<file path="config.mk">
export PLATFORM = sky130hd
export DESIGN_NAME = id_stage_pipelined
export DESIGN_NICKNAME = d
export VERILOG_FILES = /design/src/rtl/id_stage_pipelined.sv
export SDC_FILE = /design/constraint.sdc
export NUM_CORES = 2
export LEC_CHECK = 0
export CAP_MARGIN = 30
export CORE_ASPECT_RATIO = 1.2
export CORE_MARGIN = 2
export CORE_UTILIZATION = 45
export DETAILED_ROUTE_END_ITERATION = 16
export GPL_ROUTABILITY_DRIVEN = 0
export SYNTH_ARGS = -nofsm -noshare
export SYNTH_HDL_FRONTEND = slang
export SYNTH_SLANG_ARGS = --single-unit
</file>
<file path="constraint.sdc">
create_clock -name i_clock -period 4.6 [get_ports i_clock]
set_input_delay 0.92 -clock i_clock [delete_from_list [all_inputs] [get_ports i_clock]]
set_output_delay 0.92 -clock i_clock [all_outputs]
set_load 0.05 [all_outputs]
</file>
<file path="src/rtl/id_stage_pipelined.sv">
// -----------------------------------------------------------------------------
// id_stage_pipelined
// Decode stage of the MIPS pipeline, between the IF/ID register and EX.
// Decodes the opcode (main control plus sign extender), reads a NUM_REGS-entry
// register bank, detects load-use / branch-operand / write-back hazards,
// resolves branches in ID and launches every EX-bound field through an
// internal ID/EX register. Bubbles are inserted on stall, flush or idle.
// A halt instruction makes o_halt sticky until reset.
//
// Optional feature macro: ID_WB_BYPASS_EN
//   defined   : a same-cycle write-back to the register being read is
//               forwarded into ID, so no write-back hazard exists.
//   undefined : reads return the pre-write bank value and a write-back
//               collision stalls ID for one cycle.
//
// Ports
//   i_clock, i_reset (async, active low)
//   i_valid, i_instruccion, i_currentpc, i_flush      IF/ID side
//   i_ex_memread, i_ex_regwrite, i_ex_rd               EX-stage writer
//   i_mem_regwrite, i_mem_rd                           MEM-stage writer
//   i_regwrite, i_rt_rd, i_writedata                   write-back port
//   o_ready, o_branch, o_pcbranch                      combinational
//   o_valid, o_regA, o_regB, o_extendido, o_opcode,
//   o_rs, o_rt, o_rd, o_ex, o_mem, o_wb, o_halt        registered
//
// Control encoding: o_ex = {regdst, alusrc, aluop[1:0]},
//                   o_mem = {branch, memread, memwrite},
//                   o_wb = {regwrite, memtoreg}.
// -----------------------------------------------------------------------------
module id_stage_pipelined #(
  parameter int DATA_WIDTH = 32,
  parameter int SIZEOP     = 6,
  parameter int NUM_REGS   = 32
) (
  input  logic                  i_clock,
  input  logic                  i_reset,
  input  logic                  i_valid,
  input  logic [DATA_WIDTH-1:0] i_instruccion,
  input  logic [DATA_WIDTH-1:0] i_currentpc,
  input  logic                  i_flush,
  input  logic                  i_ex_memread,
  input  logic                  i_ex_regwrite,
  input  logic [4:0]            i_ex_rd,
  input  logic                  i_mem_regwrite,
  input  logic [4:0]            i_mem_rd,
  input  logic                  i_regwrite,
  input  logic [4:0]            i_rt_rd,
  input  logic [DATA_WIDTH-1:0] i_writedata,
  output logic                  o_ready,
  output logic                  o_branch,
  output logic [DATA_WIDTH-1:0] o_pcbranch,
  output logic                  o_valid,
  output logic [DATA_WIDTH-1:0] o_regA,
  output logic [DATA_WIDTH-1:0] o_regB,
  output logic [DATA_WIDTH-1:0] o_extendido,
  output logic [SIZEOP-1:0]     o_opcode,
  output logic [4:0]            o_rs,
  output logic [4:0]            o_rt,
  output logic [4:0]            o_rd,
  output logic [3:0]            o_ex,
  output logic [2:0]            o_mem,
  output logic [1:0]            o_wb,
  output logic                  o_halt
);

  localparam int IW = $clog2(NUM_REGS);
  localparam logic [IW-1:0]     IDX_ZERO = '0;
  localparam logic [SIZEOP-1:0] OP_RTYPE = SIZEOP'(6'h00);
  localparam logic [SIZEOP-1:0] OP_BEQ   = SIZEOP'(6'h04);
  localparam logic [SIZEOP-1:0] OP_BNE   = SIZEOP'(6'h05);
  localparam logic [SIZEOP-1:0] OP_ADDI  = SIZEOP'(6'h08);
  localparam logic [SIZEOP-1:0] OP_LW    = SIZEOP'(6'h23);
  localparam logic [SIZEOP-1:0] OP_SW    = SIZEOP'(6'h2B);
  localparam logic [SIZEOP-1:0] OP_HALT  = SIZEOP'(6'h3F);

  logic [DATA_WIDTH-1:0] r_bank [NUM_REGS];
  logic                  r_valid, r_halt;
  logic [DATA_WIDTH-1:0] r_rega, r_regb, r_ext;
  logic [SIZEOP-1:0]     r_opcode;
  logic [4:0]            r_rs, r_rt, r_rd;
  logic [3:0]            r_ex;
  logic [2:0]            r_mem;
  logic [1:0]            r_wb;

  logic [SIZEOP-1:0]     w_op;
  logic [4:0]            w_rs, w_rt, w_rd;
  logic [DATA_WIDTH-1:0] w_ext, w_bank_a, w_bank_b, w_opa, w_opb;
  logic [IW-1:0]         w_rs_idx, w_rt_idx, w_wr_idx;
  logic [3:0]            w_ex;
  logic [2:0]            w_mem;
  logic [1:0]            w_wb;
  logic                  w_use_rt, w_is_branch, w_is_beq, w_is_halt;
  logic                  w_wb_active, w_wb_hazard, w_load_use, w_ex_hit, w_mem_hit;
  logic                  w_br_hazard, w_stall, w_go, w_taken;

  assign w_op     = SIZEOP'(i_instruccion[31:26]);
  assign w_rs     = i_instruccion[25:21];
  assign w_rt     = i_instruccion[20:16];
  assign w_rd     = i_instruccion[15:11];
  assign w_ext    = {{(DATA_WIDTH-16){i_instruccion[15]}}, i_instruccion[15:0]};
  assign w_rs_idx = w_rs[IW-1:0];
  assign w_rt_idx = w_rt[IW-1:0];
  assign w_wr_idx = i_rt_rd[IW-1:0];

  // Main control: opcode to EX/MEM/WB control bits and hazard qualifiers
  always_comb begin
    w_ex        = 4'b0000;
    w_mem       = 3'b000;
    w_wb        = 2'b00;
    w_use_rt    = 1'b0;
    w_is_branch = 1'b0;
    w_is_beq    = 1'b0;
    w_is_halt   = 1'b0;
    case (w_op)
      OP_RTYPE: begin w_ex = 4'b1010; w_wb = 2'b10; w_use_rt = 1'b1; end
      OP_LW:    begin w_ex = 4'b0100; w_mem = 3'b010; w_wb = 2'b11; end
      OP_SW:    begin w_ex = 4'b0100; w_mem = 3'b001; w_use_rt = 1'b1; end
      OP_BEQ:   begin w_ex = 4'b0001; w_mem = 3'b100; w_use_rt = 1'b1;
                      w_is_branch = 1'b1; w_is_beq = 1'b1; end
      OP_BNE:   begin w_ex = 4'b0001; w_mem = 3'b100; w_use_rt = 1'b1;
                      w_is_branch = 1'b1; end
      OP_ADDI:  begin w_ex = 4'b0100; w_wb = 2'b10; end
      OP_HALT:  begin w_is_halt = 1'b1; end
      default:  begin w_ex = 4'b0000; end
    endcase
  end

  // Register 0 is hard-wired to zero regardless of what was written to it.
  assign w_bank_a    = (w_rs_idx == IDX_ZERO) ? '0 : r_bank[w_rs_idx];
  assign w_bank_b    = (w_rt_idx == IDX_ZERO) ? '0 : r_bank[w_rt_idx];
  assign w_wb_active = i_regwrite && (i_rt_rd != 5'd0);

  // Operand read: optional write-back forwarding, or a WB collision hazard
  always_comb begin
    w_opa       = w_bank_a;
    w_opb       = w_bank_b;
    w_wb_hazard = 1'b0;
`ifdef ID_WB_BYPASS_EN
    // Forward on bank-index match so aliasing follows the bank's own folding.
    if (w_wb_active && (w_wr_idx == w_rs_idx) && (w_rs_idx != IDX_ZERO)) begin
      w_opa = i_writedata;
    end else begin
      w_opa = w_bank_a;
    end
    if (w_wb_active && (w_wr_idx == w_rt_idx) && (w_rt_idx != IDX_ZERO)) begin
      w_opb = i_writedata;
    end else begin
      w_opb = w_bank_b;
    end
`else
    w_wb_hazard = w_wb_active && ((i_rt_rd == w_rs) || (w_use_rt && (i_rt_rd == w_rt)));
`endif
  end

  assign w_load_use  = i_ex_memread && (i_ex_rd != 5'd0) &&
                       ((i_ex_rd == w_rs) || (w_use_rt && (i_ex_rd == w_rt)));
  assign w_ex_hit    = i_ex_regwrite && (i_ex_rd != 5'd0) &&
                       ((i_ex_rd == w_rs) || (i_ex_rd == w_rt));
  assign w_mem_hit   = i_mem_regwrite && (i_mem_rd != 5'd0) &&
                       ((i_mem_rd == w_rs) || (i_mem_rd == w_rt));
  assign w_br_hazard = w_is_branch && (w_ex_hit || w_mem_hit);
  assign w_stall     = i_valid && !r_halt && (w_load_use || w_br_hazard || w_wb_hazard);
  // w_go: the instruction in ID actually advances this cycle.
  assign w_go        = i_valid && !i_flush && !w_stall && !r_halt;
  assign w_taken     = w_is_beq ? (w_opa == w_opb) : (w_opa != w_opb);

  assign o_ready     = !w_stall && !r_halt;
  assign o_branch    = w_go && w_is_branch && w_taken;
  assign o_pcbranch  = i_currentpc + (w_ext << 2);

  // Register bank write port
  always_ff @(posedge i_clock or negedge i_reset) begin
    if (!i_reset) begin
      for (int i = 0; i < NUM_REGS; i++) begin
        r_bank[i] <= '0;
      end
    end else if (w_wb_active) begin
      r_bank[w_wr_idx] <= i_writedata;
    end
  end

  // ID/EX register: load on advance, otherwise bubble (data held); sticky halt
  always_ff @(posedge i_clock or negedge i_reset) begin
    if (!i_reset) begin
      r_valid  <= 1'b0;
      r_halt   <= 1'b0;
      r_rega   <= '0;
      r_regb   <= '0;
      r_ext    <= '0;
      r_opcode <= '0;
      r_rs     <= 5'd0;
      r_rt     <= 5'd0;
      r_rd     <= 5'd0;
      r_ex     <= 4'b0000;
      r_mem    <= 3'b000;
      r_wb     <= 2'b00;
    end else begin
      r_halt <= r_halt || (w_go && w_is_halt);
      if (w_go && !w_is_halt) begin
        r_valid  <= 1'b1;
        r_rega   <= w_opa;
        r_regb   <= w_opb;
        r_ext    <= w_ext;
        r_opcode <= w_op;
        r_rs     <= w_rs;
        r_rt     <= w_rt;
        r_rd     <= w_rd;
        r_ex     <= w_ex;
        r_mem    <= w_mem;
        r_wb     <= w_wb;
      end else begin
        r_valid  <= 1'b0;
        r_ex     <= 4'b0000;
        r_mem    <= 3'b000;
        r_wb     <= 2'b00;
      end
    end
  end

  assign o_valid     = r_valid;
  assign o_halt      = r_halt;
  assign o_regA      = r_rega;
  assign o_regB      = r_regb;
  assign o_extendido = r_ext;
  assign o_opcode    = r_opcode;
  assign o_rs        = r_rs;
  assign o_rt        = r_rt;
  assign o_rd        = r_rd;
  assign o_ex        = r_ex;
  assign o_mem       = r_mem;
  assign o_wb        = r_wb;

endmodule

</file>
==> flow_metrics.env <==
export IMPL_synth_mux_area_share_pct=38.2
export IMPL_ys_types=71
export IMPL_p_leak_uw=0.0330
export IMPL_ff_latch_area_um2=28300
export IMPL_yosys_area_share_simple_pct=3.63
export IMPL_synth_fp_nets=4418
export IMPL_final_nets=4991
export IMPL_synth_seq_area_share_pct=46.8
export IMPL_grt_pass1_vias=43500
export IMPL_overflow=0
export IMPL_core_um2=133000
export IMPL_grt_start_max_net_pins=137
export IMPL_max_cap_violations=0
export IMPL_start_kind="input port"
export IMPL_synthAdderAreaFrac_pct=0.635
export IMPL_routed_wl_mm=217
export IMPL_reg2reg_slack_ps=2180
export IMPL_drcViolationCount=0
export IMPL_fp_dieW_um=338
export IMPL_fmaxAchievable_mhz=193
export IMPL_vias=42700
export IMPL_critPathKind="input port to primary output"
export IMPL_status="complete, but fails checks"
export IMPL_ioPinCount=281
export IMPL_hold_viol=0
export IMPL_cts_tree="done"
export IMPL_crit_required_ps=3680
export IMPL_syn2layout_area_growth_pct=24.8
export IMPL_tns_ps=-593
export IMPL_synth_top_family_by_area="multiplexers"
export IMPL_htreeDepth=3
export IMPL_ys_warn_count=0
export IMPL_ir_worst_vdd_uv=332
export IMPL_fin_crit_sh_pct=113
export IMPL_synth_compound_area_share_pct=5.28
export IMPL_drtIter0Drc=4197
export IMPL_rsz0062_at_grt="yes"
export IMPL_dp_slack_ps=-1140
export IMPL_syn_inst=4269
export IMPL_reg2reg_to="o_regB[9]"
export IMPL_reg2reg_from="r_bank[9]"
export IMPL_nFillCells=10700
export IMPL_skew_ps=39.8
export IMPL_ys_ff_latch=1129
export IMPL_synth_area_um2=60300
export IMPL_setup_slack_ps=-593
export IMPL_synthFlopType="dfrtp_1"
export IMPL_slew_headroom_pct=27.2
export IMPL_cts_sinks=1129
export IMPL_hpwl_mm=145
export IMPL_clock_latency_ps=780
export IMPL_drv_slew=0
export IMPL_cts_buffer_depth=3
export IMPL_synth_avg_cell_area_um2=14.1
export IMPL_portBuffers=276
export IMPL_die_area_um2=137000
export IMPL_end_kind="primary output"
export IMPL_post_drt_wl_per_cell_um=32.1
export IMPL_synth_xor_area_share_pct=1.23
export IMPL_async_flop_share_pct=100
export IMPL_crit_fanout=8
export IMPL_antenna_left=0
export IMPL_via_per_inst=6.33
export IMPL_violations="setup timing"
export IMPL_synth_edff_count=0
export IMPL_drt_first_pass_iters=5
export IMPL_min_path_type="input port to asynchronous set/reset pin"
export IMPL_grt_pass1_wl_mm=314
export IMPL_postCtsHoldBufs=0
export IMPL_drive_above_1_share_pct=52.1
export IMPL_grt_use_total_pct=31.6
export IMPL_worst_pin_slew_ps=1090
export IMPL_placementRows=147
export IMPL_start_util_pct=45.2
export IMPL_antenna_found_initial=20
export IMPL_root_buffer="clkbuf_16"
export IMPL_path_clk_slew_ps=60
export IMPL_fin_crit_ps=5190
export IMPL_cts_buffers_inserted=117
export IMPL_multi_input_area_um2=30600
export IMPL_finalSetupViolations=1
export IMPL_critical_path_arrival_ps=4270
export IMPL_reg2regPathDepth=12
export IMPL_die_h_um=405
export IMPL_powerDensity_nw_per_um2=404
Yosys cell counts (all sizes together), types with 6 or more instances:
| master | count | area share (%) |
|---|---|---|
| o21ai | 83 | 0.69 |
| nor3 | 12 | 0.10 |
| nand3 | 100 | 0.85 |
| nor2b | 10 | 0.10 |
| o2111ai | 7 | 0.10 |
| mux4 | 449 | 17 |
| a211o | 30 | 0.44 |
| a221oi | 30 | 0.44 |
| ha | 29 | 0.60 |
| mux2 | 1050 | 20 |
| nand2 | 257 | 1.6 |
| dfrtp | 1129 | 47 |
| a211oi | 38 | 0.47 |
| a21boi | 6 | 0.075 |
| a21oi | 26 | 0.22 |
| a22o | 33 | 0.48 |
| a21o | 16 | 0.20 |
| clkbuf | 236 | 1.5 |
| o221ai | 31 | 0.46 |
| inv | 18 | 0.11 |
| mux2i | 108 | 1.8 |
| xor2 | 46 | 0.67 |
| nand3b | 6 | 0.075 |
| buf | 239 | 2.6 |
| xnor2 | 39 | 0.57 |
| nor4 | 8 | 0.093 |
| o22ai | 36 | 0.37 |
| a22oi | 82 | 1.0 |
| nor2 | 47 | 0.29 |
worst max-delay path: stages:
cell	delay [ps]
buf_16	150
buf_16	180
buf_12	140
buf_4	110
buf_4	170
mux4_2	550
a211oi_2	330
a21oi_1	80
nand2_1	150
xnor2_2	160
nand4_1	240
or4_4	590
a21boi_4	290
buf_12	180
kinds of logic (layout without fill, tap and decap cells):
group | after synthesis | count (layout)
simple gates | 482 | 482
compound gates | 443 | 443
other cells | 0 | 6
buf+inv | 493 | 1165
xor+xnor | 85 | 85
mux | 1607 | 1607
flops | 1129 | 1129
fa+ha+maj | 30 | 30
area by class of cell:
type / count / share of cell area (%)
clock inverter: 57 / 0.906
antenna: 6 / 0.0199
tap: 1788 / 2.97
clock buffer: 161 / 4.42
multi-input combinational: 2647 / 40.6
sequential: 1129 / 37.5
timing repair buffer: 929 / 13.4
inverter: 18 / 0.0898
worst max-delay path by stage:
stage | startpoint | endpoint | slack [ps] | cells past startpoint
3_5_place_dp | i_instruccion[19] | o_branch | -1140 | 14
2_1_floorplan | i_instruccion[1] | o_pcbranch[17] | -100 | 10
6_report | i_instruccion[16] | o_branch | -590 | 14
5_1_grt | i_instruccion[21] | o_branch | -670 | 15
4_1_cts | i_instruccion[16] | o_branch | -540 | 14
3_3_place_gp | i_instruccion[19] | o_branch | -1140 | 14
metrics by stage:
stage	total power (µW)	hold slack, ps	cell area [µm²]	utilization (%)	instances
final	30400	191	75300	56.4	6735
after global routing	31500	237	75300	56.4	6734
after CTS	30400	175	74800	56.1	6718
after detailed placement	20100	383	69000	51.7	6426
after global placement	19900	377	68500	51.4	6405
after floorplan	17300	441	60400	-	4269
placed cells by master (no fill, tap or decap), types with 30 or more instances in the layout:
| master | instances |
|---|---|
| nand3_1 | 73 |
| clkdlybuf4s50_1 | 212 |
| xor2_1 | 34 |
| buf_12 | 120 |
| clkbuf_16 | 120 |
| a211o_1 | 30 |
| nand2_2 | 30 |
| o22ai_1 | 34 |
| o21ai_0 | 71 |
| dfrtp_1 | 1129 |
| a22oi_1 | 79 |
| nand2_1 | 227 |
| mux2i_1 | 105 |
| a22o_1 | 33 |
| buf_4 | 490 |
| mux4_2 | 449 |
| mux2_2 | 1050 |
| xnor2_1 | 37 |
power by group:
group          internal (µW)  switching [µW]  total, µW
combinational           4150            3330       7480
sequential             11700            1260      12900
clock                   5730            4260       9980
timing repair:
action                                  4_1_cts  5_1_grt
endpoints found under the setup margin       18       10
setup buffers                                60        7
cloned                                       14        0
pin swaps                                    84       28
resized for setup                           202       56
per-layer routing:
metal	track usage, %	share of wire (%)	vias up	routed length (µm)
met3	6.36	8.2	525	17600
li1	-	-	17400	-
met5	0	0.052	-	113
met2	50.3	47	2006	102000
met1	41.4	40	22700	85500
met4	15.6	5.3	14	11400
state kept, by name, indices dropped and copies added, names as in the netlist, 3 cells and up:
name         cells
o_ex             3
o_extendido     16
o_rt             5
o_opcode         6
o_rs             5
r_bank        1024
o_regB          32
o_regA          32
Note: power is estimated with default switching activity, not from simulation.
